<file path="config.mk">
export PLATFORM = sky130hd
export DESIGN_NAME = op_buf_drain_packer
export DESIGN_NICKNAME = d
export VERILOG_FILES = /design/src/rtl/op_buf_drain_packer.sv
export SDC_FILE = /design/constraint.sdc
export NUM_CORES = 1
export LEC_CHECK = 0
export BUFFER_PORTS_ARGS = -buffer_cell sky130_fd_sc_hd__buf_2
export CORE_MARGIN = 1.5
export CORE_UTILIZATION = 35
export DETAILED_ROUTE_END_ITERATION = 12
export GPL_ROUTABILITY_DRIVEN = 0
export SYNTH_ARGS = -nofsm -noshare
export SYNTH_HDL_FRONTEND = slang
export SYNTH_SLANG_ARGS = --single-unit
</file>
<file path="constraint.sdc">
create_clock -name clk -period 4.45 [get_ports clk]
set_clock_uncertainty 0.15 [all_clocks]
set_input_delay 0.2225 -clock clk [delete_from_list [all_inputs] [get_ports clk]]
set_output_delay 0.2225 -clock clk [all_outputs]
set_load 0.005 [all_outputs]
</file>
<file path="src/rtl/op_buf_drain_packer.sv">
// Drains a run of output-buffer words, packs word pairs into host beats through a
// small FIFO and delivers them under valid/ready, pulsing done after the final beat.
module op_buf_drain_packer #(
    parameter int ADDR_W     = 4,
    parameter int DATA_W     = 32,
    parameter int OUT_W      = 2 * DATA_W,
    parameter int FIFO_DEPTH = 2
) (
    input  logic              clk,
    input  logic              rst_n,
    input  logic              start,
    input  logic [ADDR_W-1:0] start_base,
    input  logic [ADDR_W:0]   start_count,
    output logic              busy,
    output logic              done,
    output logic              rd_en,
    output logic [ADDR_W-1:0] rd_addr,
    input  logic [DATA_W-1:0] rd_data,
    output logic [OUT_W-1:0]  out_data,
    output logic              out_valid,
    input  logic              out_ready,
    output logic              out_last
);
    localparam int PTR_W = (FIFO_DEPTH > 1) ? $clog2(FIFO_DEPTH) : 1;
    localparam int CNT_W = $clog2(FIFO_DEPTH + 1);

    localparam logic [PTR_W-1:0]  PTR_ONE = PTR_W'(1);
    localparam logic [PTR_W-1:0]  PTR_MAX = PTR_W'(FIFO_DEPTH - 1);
    localparam logic [CNT_W-1:0]  CNT_ONE = CNT_W'(1);
    localparam logic [CNT_W-1:0]  DEPTH_C = CNT_W'(FIFO_DEPTH);
    localparam logic [ADDR_W:0]   RUN_ONE = (ADDR_W + 1)'(1);

    typedef enum logic [1:0] {
        S_IDLE  = 2'd0,
        S_READ  = 2'd1,
        S_DRAIN = 2'd2
    } state_t;

    state_t              state_q, state_d;
    logic [ADDR_W-1:0]   base_q, base_d;
    logic [ADDR_W:0]     count_q, count_d;
    logic [ADDR_W:0]     issued_q, issued_d;
    logic                busy_q, busy_d;
    logic                done_q, done_d;
    logic                rd_en_q, rd_en_d;
    logic [ADDR_W-1:0]   rd_addr_q, rd_addr_d;
    logic                rd_odd_q, rd_odd_d;
    logic                rd_last_q, rd_last_d;
    logic                rsp_valid_q, rsp_valid_d;
    logic                rsp_odd_q, rsp_odd_d;
    logic                rsp_last_q, rsp_last_d;
    logic [DATA_W-1:0]   pack_q, pack_d;
    logic [CNT_W-1:0]    reserved_q, reserved_d;
    logic [CNT_W-1:0]    fifo_count_q, fifo_count_d;
    logic [PTR_W-1:0]    wr_ptr_q, wr_ptr_d;
    logic [PTR_W-1:0]    rd_ptr_q, rd_ptr_d;
    logic [OUT_W:0]      fifo_q [FIFO_DEPTH];
    logic [OUT_W:0]      fifo_d [FIFO_DEPTH];

    logic                issue_even;
    logic                push;
    logic                pop;
    logic                fifo_nonempty;
    logic [OUT_W:0]      push_entry;
    logic [OUT_W:0]      head_entry;

    function automatic logic [PTR_W-1:0] ptr_inc(input logic [PTR_W-1:0] p);
        return (p == PTR_MAX) ? '0 : p + PTR_ONE;
    endfunction

    // Each FIFO entry is {last, beat}; only the entry under the write pointer changes.
    for (genvar gi = 0; gi < FIFO_DEPTH; gi++) begin : g_fifo_wr
        assign fifo_d[gi] = (push && (wr_ptr_q == PTR_W'(gi))) ? push_entry : fifo_q[gi];
    end

    always_comb begin
        fifo_nonempty = (fifo_count_q != '0);
        head_entry    = fifo_q[rd_ptr_q];
        pop           = fifo_nonempty && out_ready;

        push       = rsp_valid_q && (rsp_odd_q || rsp_last_q);
        push_entry = rsp_odd_q ? {rsp_last_q, rd_data, pack_q}
                               : {rsp_last_q, {DATA_W{1'b0}}, rd_data};
        pack_d     = (rsp_valid_q && !rsp_odd_q) ? rd_data : pack_q;

        rsp_valid_d = rd_en_q;
        rsp_odd_d   = rd_odd_q;
        rsp_last_d  = rd_last_q;

        wr_ptr_d = push ? ptr_inc(wr_ptr_q) : wr_ptr_q;
        rd_ptr_d = pop  ? ptr_inc(rd_ptr_q) : rd_ptr_q;
        case ({push, pop})
            2'b10:   fifo_count_d = fifo_count_q + CNT_ONE;
            2'b01:   fifo_count_d = fifo_count_q - CNT_ONE;
            default: fifo_count_d = fifo_count_q;
        endcase

        state_d    = state_q;
        base_d     = base_q;
        count_d    = count_q;
        issued_d   = issued_q;
        busy_d     = busy_q;
        done_d     = 1'b0;
        rd_en_d    = 1'b0;
        rd_addr_d  = rd_addr_q;
        rd_odd_d   = rd_odd_q;
        rd_last_d  = rd_last_q;
        issue_even = 1'b0;

        case (state_q)
            S_IDLE: begin
                if (start) begin
                    if (start_count == '0) begin
                        done_d = 1'b1;
                    end else begin
                        state_d    = S_READ;
                        busy_d     = 1'b1;
                        base_d     = start_base;
                        count_d    = start_count;
                        rd_en_d    = 1'b1;
                        rd_addr_d  = start_base;
                        rd_odd_d   = 1'b0;
                        rd_last_d  = (start_count == RUN_ONE);
                        issued_d   = RUN_ONE;
                        issue_even = 1'b1;
                    end
                end
            end
            S_READ: begin
                // reserved_q = pairs queued in the FIFO plus pairs still in flight
                if (issued_q == count_q) begin
                    state_d = S_DRAIN;
                end else if (issued_q[0] || (reserved_q < DEPTH_C)) begin
                    rd_en_d    = 1'b1;
                    rd_addr_d  = base_q + issued_q[ADDR_W-1:0];
                    rd_odd_d   = issued_q[0];
                    rd_last_d  = ((issued_q + RUN_ONE) == count_q);
                    issued_d   = issued_q + RUN_ONE;
                    issue_even = !issued_q[0];
                end
            end
            S_DRAIN: begin
                if (pop && head_entry[OUT_W]) begin
                    state_d = S_IDLE;
                    busy_d  = 1'b0;
                    done_d  = 1'b1;
                end
            end
            default: state_d = S_IDLE;
        endcase

        case ({issue_even, pop})
            2'b10:   reserved_d = reserved_q + CNT_ONE;
            2'b01:   reserved_d = reserved_q - CNT_ONE;
            default: reserved_d = reserved_q;
        endcase
    end

    always_ff @(posedge clk or negedge rst_n) begin
        if (!rst_n) begin
            state_q      <= S_IDLE;
            base_q       <= '0;
            count_q      <= '0;
            issued_q     <= '0;
            busy_q       <= 1'b0;
            done_q       <= 1'b0;
            rd_en_q      <= 1'b0;
            rd_addr_q    <= '0;
            rd_odd_q     <= 1'b0;
            rd_last_q    <= 1'b0;
            rsp_valid_q  <= 1'b0;
            rsp_odd_q    <= 1'b0;
            rsp_last_q   <= 1'b0;
            pack_q       <= '0;
            reserved_q   <= '0;
            fifo_count_q <= '0;
            wr_ptr_q     <= '0;
            rd_ptr_q     <= '0;
            for (int i = 0; i < FIFO_DEPTH; i++) begin
                fifo_q[i] <= '0;
            end
        end else begin
            state_q      <= state_d;
            base_q       <= base_d;
            count_q      <= count_d;
            issued_q     <= issued_d;
            busy_q       <= busy_d;
            done_q       <= done_d;
            rd_en_q      <= rd_en_d;
            rd_addr_q    <= rd_addr_d;
            rd_odd_q     <= rd_odd_d;
            rd_last_q    <= rd_last_d;
            rsp_valid_q  <= rsp_valid_d;
            rsp_odd_q    <= rsp_odd_d;
            rsp_last_q   <= rsp_last_d;
            pack_q       <= pack_d;
            reserved_q   <= reserved_d;
            fifo_count_q <= fifo_count_d;
            wr_ptr_q     <= wr_ptr_d;
            rd_ptr_q     <= rd_ptr_d;
            fifo_q       <= fifo_d;
        end
    end

    assign busy      = busy_q;
    assign done      = done_q;
    assign rd_en     = rd_en_q;
    assign rd_addr   = rd_addr_q;
    assign out_valid = fifo_nonempty;
    assign out_data  = fifo_nonempty ? head_entry[OUT_W-1:0] : '0;
    assign out_last  = fifo_nonempty && head_entry[OUT_W];

endmodule
</file>
==> impl_table.tex <==
\begin{tabular}{lr}
\hline
Metric & Value \\
\hline
\multicolumn{2}{l}{\textbf{Status}} \\
\quad Status & completed \\
\multicolumn{2}{l}{\textbf{Synth}} \\
\quad Simple-gate share of the synthesized area & 12.9\% \\
\quad Fraction of the mapped netlist area in adder cells & 1.08\% \\
\quad Share of synthesized area occupied by flip-flops and latches & 55.5\% \\
\quad Number of nets produced by synthesis & 916 \\
\quad Number of cells produced by synthesis & 864 \\
\quad Ys async rst share & 100\% \\
\quad Largest cells by area after synthesis & dfrtp\_1 (55\%), mux2i\_1 (11\%), nand2\_1 (8.3\%), o21ai\_0 (7.5\%), mux2\_2 (4.8\%) \\
\quad Fraction of post-synthesis cell area in the top cell type by area & 55.5\% \\
\quad Number of distinct library cell variants in the gate-level netlist after synthesis & 39 \\
\quad Area of the mapped netlist & 8840 um2 \\
\quad Number of flops mapped to enable cells by yosys & 0 \\
\quad XOR/XNOR share of the synthesized area & 1.68\% \\
\quad Number of synthesis warnings & 0 \\
\quad Seq cells post-synth & 196 \\
\quad Cell type with the highest aggregate area in the netlist & dfrtp\_1 \\
\quad Syn Area/Cell & 10.2 um2 \\
\quad Compound-gate portion of the synthesized area & 9.54\% \\
\quad Flip-flop cell with the highest count after synthesis & dfrtp\_1 \\
\quad Most repeated cell in the gate-level netlist after synthesis & dfrtp\_1 \\
\quad Multiplexer area fraction after synthesis & 16.6\% \\
\quad Combinational family with the most area after synthesis & multiplexers \\
\quad List of most frequent post-synthesis cells & dfrtp\_1 (196), nand2\_1 (195), o21ai\_0 (133), mux2i\_1 (98), nor2\_1 (76) \\
\multicolumn{2}{l}{\textbf{Setup path}} \\
\quad Critical path capture point type & flop \\
\quad Worst path cell trace & o21ai\_1, or2\_4, buf\_4, o21ai\_0 \\
\quad Worst path required time & 4.60 ns \\
\quad Critical Path Max Stage Delay & 0.82 ns \\
\quad Critical path launch point type & flop \\
\quad Number of buffer and inverter instances along the worst setup path & 1 \\
\quad Crit-path slowest cell & dfrtp\_4 \\
\quad Biggest fanout along the worst timing path & 94 \\
\quad CP arrival & 3.12 ns \\
\quad Cell family with the largest share of critical-path delay & flip-flops \\
\quad Critical path start-end classification & flop to flop \\
\multicolumn{2}{l}{\textbf{Drt}} \\
\quad Count of routing violations after the opening detailed-route iteration & 295 \\
\quad Antenna violation net count after detailed routing & 0 \\
\quad Wire length per cell & 14.7 um \\
\quad Number of remaining DRC errors & 0 \\
\quad Routed via count & 6278 \\
\quad Detailed-route wire length & 19.5 mm \\
\quad First drt pass iteration count & 4 \\
\quad Number of vias per cell & 4.72 \\
\multicolumn{2}{l}{\textbf{Layout}} \\
\quad Post-route cell area & 10700 um2 \\
\quad Area of combinational cells with multiple inputs & 3710 um2 \\
\quad Area taken by flip-flops and latches & 4910 um2 \\
\quad Fill cells & 2389 \\
\quad Relative area change from synthesis to final layout & 21.5\% \\
\quad Ratio of cells with drive above 1 in the final layout & 20.6\% \\
\quad Fin nets & 1044 \\
\multicolumn{2}{l}{\textbf{Clock network}} \\
\quad Count of clock tree sinks & 196 \\
\quad Number of hold buffers added after cts & 42 \\
\quad Cts repair resizes & 0 \\
\quad Largest buffer count on any clock path & 2 \\
\quad Number of setup buffers added after CTS & 0 \\
\quad Clock Latency Late Sink & 0.44 ns \\
\quad Cell at the root of the clock tree & clkbuf\_16 \\
\quad Htree depth & 4 \\
\quad TritonCTS clock tree & done \\
\quad Clock slew at the register clock pins of the worst setup and hold paths & 0.07 ns \\
\quad Clock buffers created by TritonCTS & 17 \\
\multicolumn{2}{l}{\textbf{Die}} \\
\quad Starting utilization of the core area & 36.0\% \\
\quad Floorplan die area & 26200 um2 \\
\quad Die H & 162 um \\
\quad Cell Rows & 57 \\
\quad Horiz. Die Dim & 162 um \\
\quad I/O pin cnt & 118 \\
\quad Floorplan Core Area & 24500 um2 \\
\multicolumn{2}{l}{\textbf{Power and ir drop}} \\
\quad Cell leakage power & 0.00523 uW \\
\quad Total power & 8270 uW \\
\quad Worst-case vdd ir drop & 0.324 mV \\
\quad Power per unit of standard cell area & 770 nW/um2 \\
\multicolumn{2}{l}{\textbf{Timing}} \\
\quad Share of the clock period used by the worst path & 66.7\% \\
\quad Sum of negative setup slack & 0 ns \\
\quad Hold violation total from the final report & 0 \\
\quad Shortest period the worst path allows & 2.97 ns \\
\quad RSZ-0062 raised after global routing & false \\
\quad Slew Limit Headroom & 30.4\% \\
\quad Number of setup violations in the final report & 0 \\
\quad Final hold slack & 0.0230 ns \\
\quad Max Transition Viols Final & 0 \\
\quad Actual slew at the worst max-slew pin & 1.04 ns \\
\quad Fmax achieved & 337 MHz \\
\multicolumn{2}{l}{\textbf{Min path}} \\
\quad Kind of path behind the tightest hold check & input port to flop \\
\multicolumn{2}{l}{\textbf{Place}} \\
\quad Port Buf Inserts & 117 \\
\quad Total cell area at the placement stage & 9700 um2 \\
\quad HPWL Detailed & 12.2 mm \\
\multicolumn{2}{l}{\textbf{Global route}} \\
\quad Global-route wire length before repair & 32.8 mm \\
\quad Maximum number of pins on one net before global-route repair & 104 \\
\quad Initial antenna violation count & 2 \\
\quad Via count of the first global-routing pass & 6314 \\
\quad GRT Resource Usage Total & 15.9\% \\
\quad Remaining global-route overflow & 0 \\
\multicolumn{2}{l}{\textbf{Run}} \\
\quad Max cap viols & 0 \\
\hline
\end{tabular}
-- where the power goes --
part	total, uW	switching [uW]	internal [uW]
combinational	3350	1770	1580
clock	1580	766	812
sequential	3340	710	2630
total	8270	3250	5020
-- per-layer routing --
layer / wire, um / GRT usage [%]
met5: 16 / 0
met4: 316 / 4.34
met3: 735 / 3.60
met2: 8960 / 25.4
met1: 9460 / 21.6
-- worst paths after layout --
check | startpoint | to | slack [ns] | depth (start not counted)
hold reg to reg | rd_odd_q | rsp_odd_q | 0.24 | 0
min in group asynchronous | rst_n | fifo_q[85] | 0.27 | 2
hold / removal | out_ready | rd_ptr_q | 0.02 | 3
setup reg to reg | rsp_odd_q | fifo_q[105] | 1.48 | 4
setup / recovery | rsp_odd_q | fifo_q[105] | 1.48 | 4
max in group asynchronous | rst_n | fifo_q[105] | 2.87 | 3
-- cells by family after synthesis --
logic type	Yosys count
AOI/OAI and AO/OA	153
xor gates and xnor gates	17
adders and majority gates	7
buffers and inverters	63
DFF	196
muxes	140
and+or+nand+nor	288
-- sequential cells by signal, indices dropped and copies added, names as in the netlist --
register	count
rsp_odd_q	1
fifo_count_q	2
rd_last_q	1
done	1
state_q	2
count_q	5
pack_q	32
reserved_q	2
rd_odd_q	1
fifo_q	130
busy	1
rd_en	1
rd_addr	4
wr_ptr_q	1
issued_q	5
rd_ptr_q	1
rsp_last_q	1
rsp_valid_q	1
base_q	4
-- cell usage in the layout, fill, tap and decap left out, types with 2 or more instances in the layout --
master	instances
a21boi_0	2
a21oi_1	3
a2bb2oi_1	3
buf_2	116
buf_4	5
clkbuf_16	17
clkinv_4	3
clkinv_8	3
dfrtp_1	194
dfrtp_4	2
dlygate4sd3_1	42
ha_1	6
inv_1	7
inv_6	4
inv_8	4
mux2_2	38
mux2_4	4
mux2i_1	98
nand2_1	195
nand2b_1	4
nand3_1	3
nor2_1	75
nor2b_1	2
o21ai_0	133
o21ai_1	2
xnor2_1	8
xor2_1	9
-- per-stage QoR --
step	setup WS, ns	utilization (%)	std cells
3_5_place_dp	1.46	39.6	1255
6_report	1.48	43.8	1330
4_1_cts	1.45	43.8	1329
2_1_floorplan	2.19	-	864
3_3_place_gp	1.53	39.6	1255
5_1_grt	1.17	43.8	1330
-- final cells by class --
cell class	instances	share of cell area, %
diodes	1	0.0233
clock buffers	17	3.96
clock inverters	15	1.72
inverters	7	0.245
multi-input cells	605	34.5
flip-flops and latches	196	45.8
well taps	324	3.78
repair buffers	165	9.99
-- worst register-to-register path, cell delays in order, from the launching register on --
cell	delay, ns
dfrtp_4	0.82
o21ai_1	0.41
or2_4	0.77
buf_4	0.53
o21ai_0	0.16
Power figures use the tool's default switching activity.
